$ cat src/rtl/mcs4_ram_bus_master.sv
// mcs4_ram_bus_master: issues SRC + I/O cycles to 4002 RAMs; MCS4_SRC_CACHE_EN skips SRC on a repeated address
module mcs4_ram_bus_master #(
    parameter bit RSP_ON_WRITE = 1'b1
) (
    input  logic       clk,
    input  logic       rst,
    input  logic       req_valid_i,
    output logic       req_ready_o,
    input  logic [3:0] req_op_i,
    input  logic [1:0] req_chip_i,
    input  logic [1:0] req_reg_i,
    input  logic [3:0] req_char_i,
    input  logic [3:0] req_data_i,
    output logic       rsp_valid_o,
    output logic [3:0] rsp_data_o,
    output logic       sync_o,
    output logic       cm_ram_o,
    output logic [3:0] dbus_out_o,
    input  logic [3:0] dbus_in_i
);
    localparam logic [2:0] PH_M2 = 3'd4;
    localparam logic [2:0] PH_X2 = 3'd6;
    localparam logic [2:0] PH_X3 = 3'd7;

    typedef enum logic [1:0] {IDLE, SRC, IO} state_t;

    state_t     state_q, state_d;
    logic [2:0] phase_q;
    logic       busy_q, busy_d;
    logic [3:0] op_q, op_d, char_q, char_d, data_q, data_d, rsp_data_q, rsp_data_d;
    logic [1:0] chip_q, chip_d, reg_q, reg_d;
    logic       cyc_end, accept, hit;
`ifdef MCS4_SRC_CACHE_EN
    logic [7:0] cache_q, cache_d;
    logic       cache_vld_q, cache_vld_d;
`endif

    assign cyc_end     = phase_q == PH_X3;
    assign req_ready_o = !rst && (!busy_q || (state_q == IO && cyc_end));
    assign accept      = req_valid_i && req_ready_o;

    // Request capture, command sequencing and read-data sampling
    always_comb begin
        op_d       = accept ? req_op_i : op_q;
        chip_d     = accept ? req_chip_i : chip_q;
        reg_d      = accept ? req_reg_i : reg_q;
        char_d     = accept ? req_char_i : char_q;
        data_d     = accept ? req_data_i : data_q;
        busy_d     = accept || (busy_q && !(state_q == IO && cyc_end));
        rsp_data_d = (state_q == IO && phase_q == PH_X2 && op_q[3]) ? dbus_in_i : rsp_data_q;
`ifdef MCS4_SRC_CACHE_EN
        hit         = cache_vld_q && {chip_d, reg_d, char_d} == cache_q;
        cache_d     = (state_q == SRC && cyc_end) ? {chip_q, reg_q, char_q} : cache_q;
        cache_vld_d = cache_vld_q || (state_q == SRC && cyc_end);
`else
        hit         = 1'b0;
`endif
        state_d    = state_q;
        if (cyc_end)
            state_d = state_q == SRC ? IO : busy_d ? (hit ? IO : SRC) : IDLE;
    end

    // State registers; the phase counter free-runs and parks at X3 in reset
    always_ff @(posedge clk or posedge rst) begin
        if (rst) begin
            phase_q    <= PH_X3;
            state_q    <= IDLE;
            busy_q     <= 1'b0;
            op_q       <= 4'd0;
            chip_q     <= 2'd0;
            reg_q      <= 2'd0;
            char_q     <= 4'd0;
            data_q     <= 4'd0;
            rsp_data_q <= 4'd0;
        end else begin
            phase_q    <= phase_q + 3'd1;
            state_q    <= state_d;
            busy_q     <= busy_d;
            op_q       <= op_d;
            chip_q     <= chip_d;
            reg_q      <= reg_d;
            char_q     <= char_d;
            data_q     <= data_d;
            rsp_data_q <= rsp_data_d;
        end
    end

`ifdef MCS4_SRC_CACHE_EN
    // Address of the last SRC actually sent on the bus
    always_ff @(posedge clk or posedge rst) begin
        if (rst) begin
            cache_q     <= 8'd0;
            cache_vld_q <= 1'b0;
        end else begin
            cache_q     <= cache_d;
            cache_vld_q <= cache_vld_d;
        end
    end
`endif

    assign sync_o      = cyc_end;
    assign rsp_valid_o = state_q == IO && cyc_end && (op_q[3] || RSP_ON_WRITE);
    assign rsp_data_o  = rsp_data_q;
    assign cm_ram_o    = (state_q == SRC && phase_q >= PH_X2) || (state_q == IO && phase_q == PH_M2);
    assign dbus_out_o  = (state_q == SRC && phase_q == PH_X2)           ? {chip_q, reg_q} :
                         (state_q == SRC && cyc_end)                    ? char_q :
                         (state_q == IO && phase_q == PH_M2)            ? op_q :
                         (state_q == IO && phase_q == PH_X2 && !op_q[3]) ? data_q : 4'd0;
endmodule

$ cat config.mk
export PLATFORM = sky130hd
export DESIGN_NAME = mcs4_ram_bus_master
export DESIGN_NICKNAME = d
export VERILOG_FILES = /design/src/rtl/mcs4_ram_bus_master.sv
export SDC_FILE = /design/constraint.sdc
export NUM_CORES = 1
export LEC_CHECK = 0
export ABC_AREA = 1
export CORE_MARGIN = 1.5
export CORE_UTILIZATION = 40
export DETAILED_ROUTE_END_ITERATION = 8
export PLACE_DENSITY = 0.68
export SLEW_MARGIN = 10
export SYNTH_ARGS = -nofsm -noshare
export SYNTH_HDL_FRONTEND = slang
export SYNTH_SLANG_ARGS = --single-unit
$ cat constraint.sdc
create_clock -name clk -period 2.4 [get_ports clk]
set_input_delay 0.24 -clock clk [delete_from_list [all_inputs] [get_ports clk]]
set_output_delay 0.24 -clock clk [all_outputs]
set_load 0.02 [all_outputs]
======== Word-level counts from Yosys, hierarchy flattened ========
Index checks and enable logic that the tools add are counted.
Widths: inputs -> output; s select.
word-level totals
  flip-flop bits (word level) ............. 26
  input bits .............................. 23
  output and inout port bits .............. 12
  logic and storage cells ................. 40
cells by class
  $add $sub $neg .......................... 1
  $lt $le $gt $ge ......................... 1
  equality and inequality tests ........... 5
  multiplexer cells ....................... 6
  reduce and logical (&&, ||, !) cells .... 18
operators by type and width
  kind                 number
  $mux 4               4
  $logic_and 1x1->1    11
  $eq 3x3->1 const B   3
  $logic_not 1->1      4
  $add 3x1->3 const B  1
  $ge 3x3->1 const B   1
  $logic_or 1x1->1     3
  $eq 2x1->1 const B   1
  $eq 2x2->1 const B   1
  $mux 2               1
  $mux 1               1

======== Longest topological paths before layout ========
Gate-level depths: netlist of run 1.
  word-level depth ........................ 8
  gate-level depth with buffers ........... 10
  mapped depth without buffers ............ 10

======== Least setup slack after synthesis of run 1 ========
Ideal clock, no wire load.
  kind .................................... register to output
  start ................................... reg phase_q[1]
  end ..................................... out req_ready_o
  data arrival time ....................... 1,867 ps
  required time ........................... 2,160 ps
  path slack .............................. 293 ps
  stages on the path, launching flop included .. 8
  buffers on the path ..................... 1
  path through ............................ dfstp_2 -> ha_1 -> ha_1 -> inv_2 -> o21ai_4 -> buf_4 -> inv_1 -> nor2_1
on the way
  longest elaborated chain between the ends .. 4
ends and longest elaborated chain
  item                    line  text
  from (decl)             28    logic [2:0] phase_q;
  from (signal assigned)  76    phase_q <= phase_q + 3'd1;
  $eq 3x3->1              38    assign cyc_end = phase_q == PH_X3;
  named net sync_o        16    output logic sync_o,
  $logic_and 1x1->1       39    assign req_ready_o = !rst && (!busy_q || (state_q == IO && cyc_end));
  $logic_or 1x1->1        39
  $logic_and 1x1->1       39
  to (decl)               8     output logic req_ready_o,
The timed path passes the listed nets, and every way through them passes these cells.

======== Worst setup path in the final report of run 1 ========
  start ................................... reg phase_q[1]
  end ..................................... out rsp_valid_o
on the way
  longest elaborated chain between the ends .. 2
ends and longest elaborated chain
  item               line  text
  $eq 3x3->1         38
  $logic_and 1x1->1  102   assign rsp_valid_o = state_q == IO && cyc_end && (op_q[3] || RSP_ON_WRITE);
  to (decl)          14    output logic rsp_valid_o,
Every way passes these cells.

==> results of run 1 <==
==> stage by stage <==
stage / hold slack (ns) / util (%) / power, mW / cell area [um^2]
global route: 0.173 / 56.8 / 1.09 / 1760
detailed placement: 0.458 / 56.1 / 0.806 / 1740
finish: 0.163 / 56.8 / 1.03 / 1760
CTS: 0.168 / 57.1 / 1.03 / 1770
floorplan: 0.379 / - / 0.709 / 1330
global placement: 0.453 / 56.1 / 0.802 / 1740
==> metal layers <==
layer / vias up / track usage, %
met4: 0 / 7.76
met2: 41 / 28.3
li1: 620 / -
met1: 563 / 25.4
met3: 4 / 2.35
met5: - / 0
==> how the worst max path moves through the flow <==
stage | cells past startpoint | slack, ns | end | startpoint
2_1_floorplan | 7 | 0.29 | req_ready_o | phase_q[1]$_DFF_PP1_
3_3_place_gp | 9 | 0.16 | dbus_out_o[1] | phase_q[1]$_DFF_PP1_
3_5_place_dp | 9 | 0.12 | dbus_out_o[3] | phase_q[1]$_DFF_PP1_
4_1_cts | 10 | 0.05 | dbus_out_o[2] | phase_q[0]$_DFF_PP1_
5_1_grt | 5 | 0.007 | rsp_valid_o | phase_q[1]$_DFF_PP1_
6_report | 5 | 0.11 | rsp_valid_o | phase_q[1]$_DFF_PP1_
==> power by group <==
group	switching, mW	internal, mW	total, mW
Clock	0.136	0.0929	0.229
Combinational	0.113	0.0969	0.210
Sequential	0.0625	0.528	0.590
Total	0.312	0.718	1.03
==> state kept, by name, indices dropped and copies added (netlist names) <==
signal	count
chip_q	2
data_q	4
char_q	4
rsp_data_o	4
reg_q	2
state_q	2
op_q	4
busy_q	1
phase_q	3
==> final cells by class <==
cell class	instances	area, um^2	area share, %
flip-flops and latches	26	654	37.1
multi-input cells	121	593	33.6
repair buffers	41	372	21.1
well taps	44	55.1	3.12
inverters	14	52.6	2.98
clock buffers	4	36.3	2.06
==> kinds of logic (layout without fill, tap and decap cells) <==
kind of cell    after synthesis  in the layout  synth area share, %
simple gates                111            111                 37.1
flops                        26             26                 49.3
fa+ha+maj                     4              4                 3.77
compound gates                6              6                 3.21
buf+inv                      20             59                 6.60
==> what timing repair did <==
| action | CTS | global route |
|---|---|---|
| resized for setup | 6 | 10 |
| setup endpoints to repair | 5 | 5 |
| cloned | 0 | 0 |
==> critical path: stages, from the launching register on <==
cell and delay [ns]:
dfstp_2 0.58, ha_1 0.15, ha_2 0.22, inv_2 0.07, nor2_1 0.10, clkdlybuf4s50_1 0.60
==> cells in the mapped netlist, types with 2 or more instances <==
cell / number / share of area, %
clkbuf_1: 3 / 0.85
ha_1: 4 / 3.8
nand2_1: 65 / 18
nor2_2: 2 / 0.94
nand4_1: 16 / 7.5
inv_2: 2 / 0.57
o21ai_0: 4 / 1.5
dfrtp_1: 23 / 43
dfstp_2: 3 / 5.9
nor2_1: 14 / 4.0
inv_1: 11 / 3.1
nand3_1: 12 / 4.5
==> results.yml, run 1 <==
routing:
  drc_errors: 0
  wl_met3_um: 187
  met2_length_um: 1350
  drt_iter0_drc: 44
  drt-pass1-iter-count: 4
  highest_layer: "met4"
  num_vias: 1228
  wl_met1_um: 1390
  route.final.wire_length_um: 2970
  routedWlPerCell_um: 11.9
  antenna_left: 0
  vias_per_cell: 4.91
global_route:
  grt_pass1_vias: 1147
  grt_usage_pct: 18.1
  grt_max_degree: 19
  grt_overflow_total: 0
  antenna_found_initial: 0
  grt_first_pass_wirelength_um: 5020
run_status:
  status: "finished clean"
die:
  start_util_pct: 42.8
  rows: 20
  io_pins: 35
  die_x_um: 60.6
  core_um2: 3100
  die-height_um: 60.6
  die_area_um2: 3670
cts:
  root_buffer: "clkbuf_4"
  clk_latency_ns: 0.33
  cts.sinks: 26
  holdBufCountCts: 0
  cts_tree: "yes"
  postCtsSetupRepairBufs: 0
  numCtsBuffers: 3
  ctsHtreeMaxLevel: 1
  path_clk_slew_ns: 0.15
  clockBufferDepth: 2
power:
  power.density_nw_per_um2: 584
  leakagePower_nw: 0.879
  ir_drop_uv: 351
logic_synthesis:
  syn_area_per_cell_um2: 7.95
  synthCells: 167
  syn-num-nets: 194
  yosys.cell_types.count: 20
  syn_area_um2: 1330
  ys.flop_type: "dfrtp_1"
  synth.yosys.seq_area_share_pct: 49.3
  yosysWarnings: 0
  synthArstFlopShare_pct: 100
  ys_seq_elements: 26
  synth_edf_count: 0
finish:
  final_cells: 250
  drive_gt1_share_pct: 13.6
  final_common_cell: "nand2_1"
  nNetsFinal: 234
  final_cell_mix: "nand2_1 (64), clkdlybuf4s50_1 (29), dfrtp_1 (23)"
  antenna_cells: 0
  area_growth_pct: 32.8
  filler_cell_count: 324
worst_setup_path:
  cp-end-kind: "output port"
  cp.required_ns: 2.16
  rr_worst_depth: 8
  reg2reg_from: "phase_q[1]$_DFF_PP1_"
  r2r_slack_ns: 0.46
  crit_arrival_ns: 2.05
  criticalPathCategory: "reg2out"
  crit_fanout: 5
  cp-start-kind: "flip-flop"
  r2r_end: "data_q[3]$_DFFE_PP0P_"
timing:
  maxSlewHeadroom_pct: 73.0
  period_minus_slack_ns: 2.29
  post-route-period-util_pct: 95.3
  fin_tns_setup_ns: 0
  setup_viol: 0
  slew_violations: 0
  tightest_slew_ns: 0.400
  skew_ns: 0.00995
  fmax_mhz: 437
  rsz0062_at_grt: "no"
  finalHoldViolations: 0
  fin_ws_ns: 0.112
placed_design:
  dp.cells: 246
  portBuffers: 34
  dp_hpwl_um: 2220
  place_congestion: 0.870
  pre_cts_ws_ns: 0.117
flow_run:
  maxCapViolations: 0
min_path:
  hp-class: "in2async"
Note: power is estimated with default switching activity, not from simulation.
==> run 2, diff against run 1 <==
--- a/config.mk
+++ b/config.mk
@@ -10,7 +10,6 @@
 export CORE_UTILIZATION = 40
 export DETAILED_ROUTE_END_ITERATION = 8
 export PLACE_DENSITY = 0.68
-export SLEW_MARGIN = 10
 export SYNTH_ARGS = -nofsm -noshare
 export SYNTH_HDL_FRONTEND = slang
 export SYNTH_SLANG_ARGS = --single-unit
==> results of run 2 <==
Same layout as run 1: the final DEF is identical, and so are final timing and power.
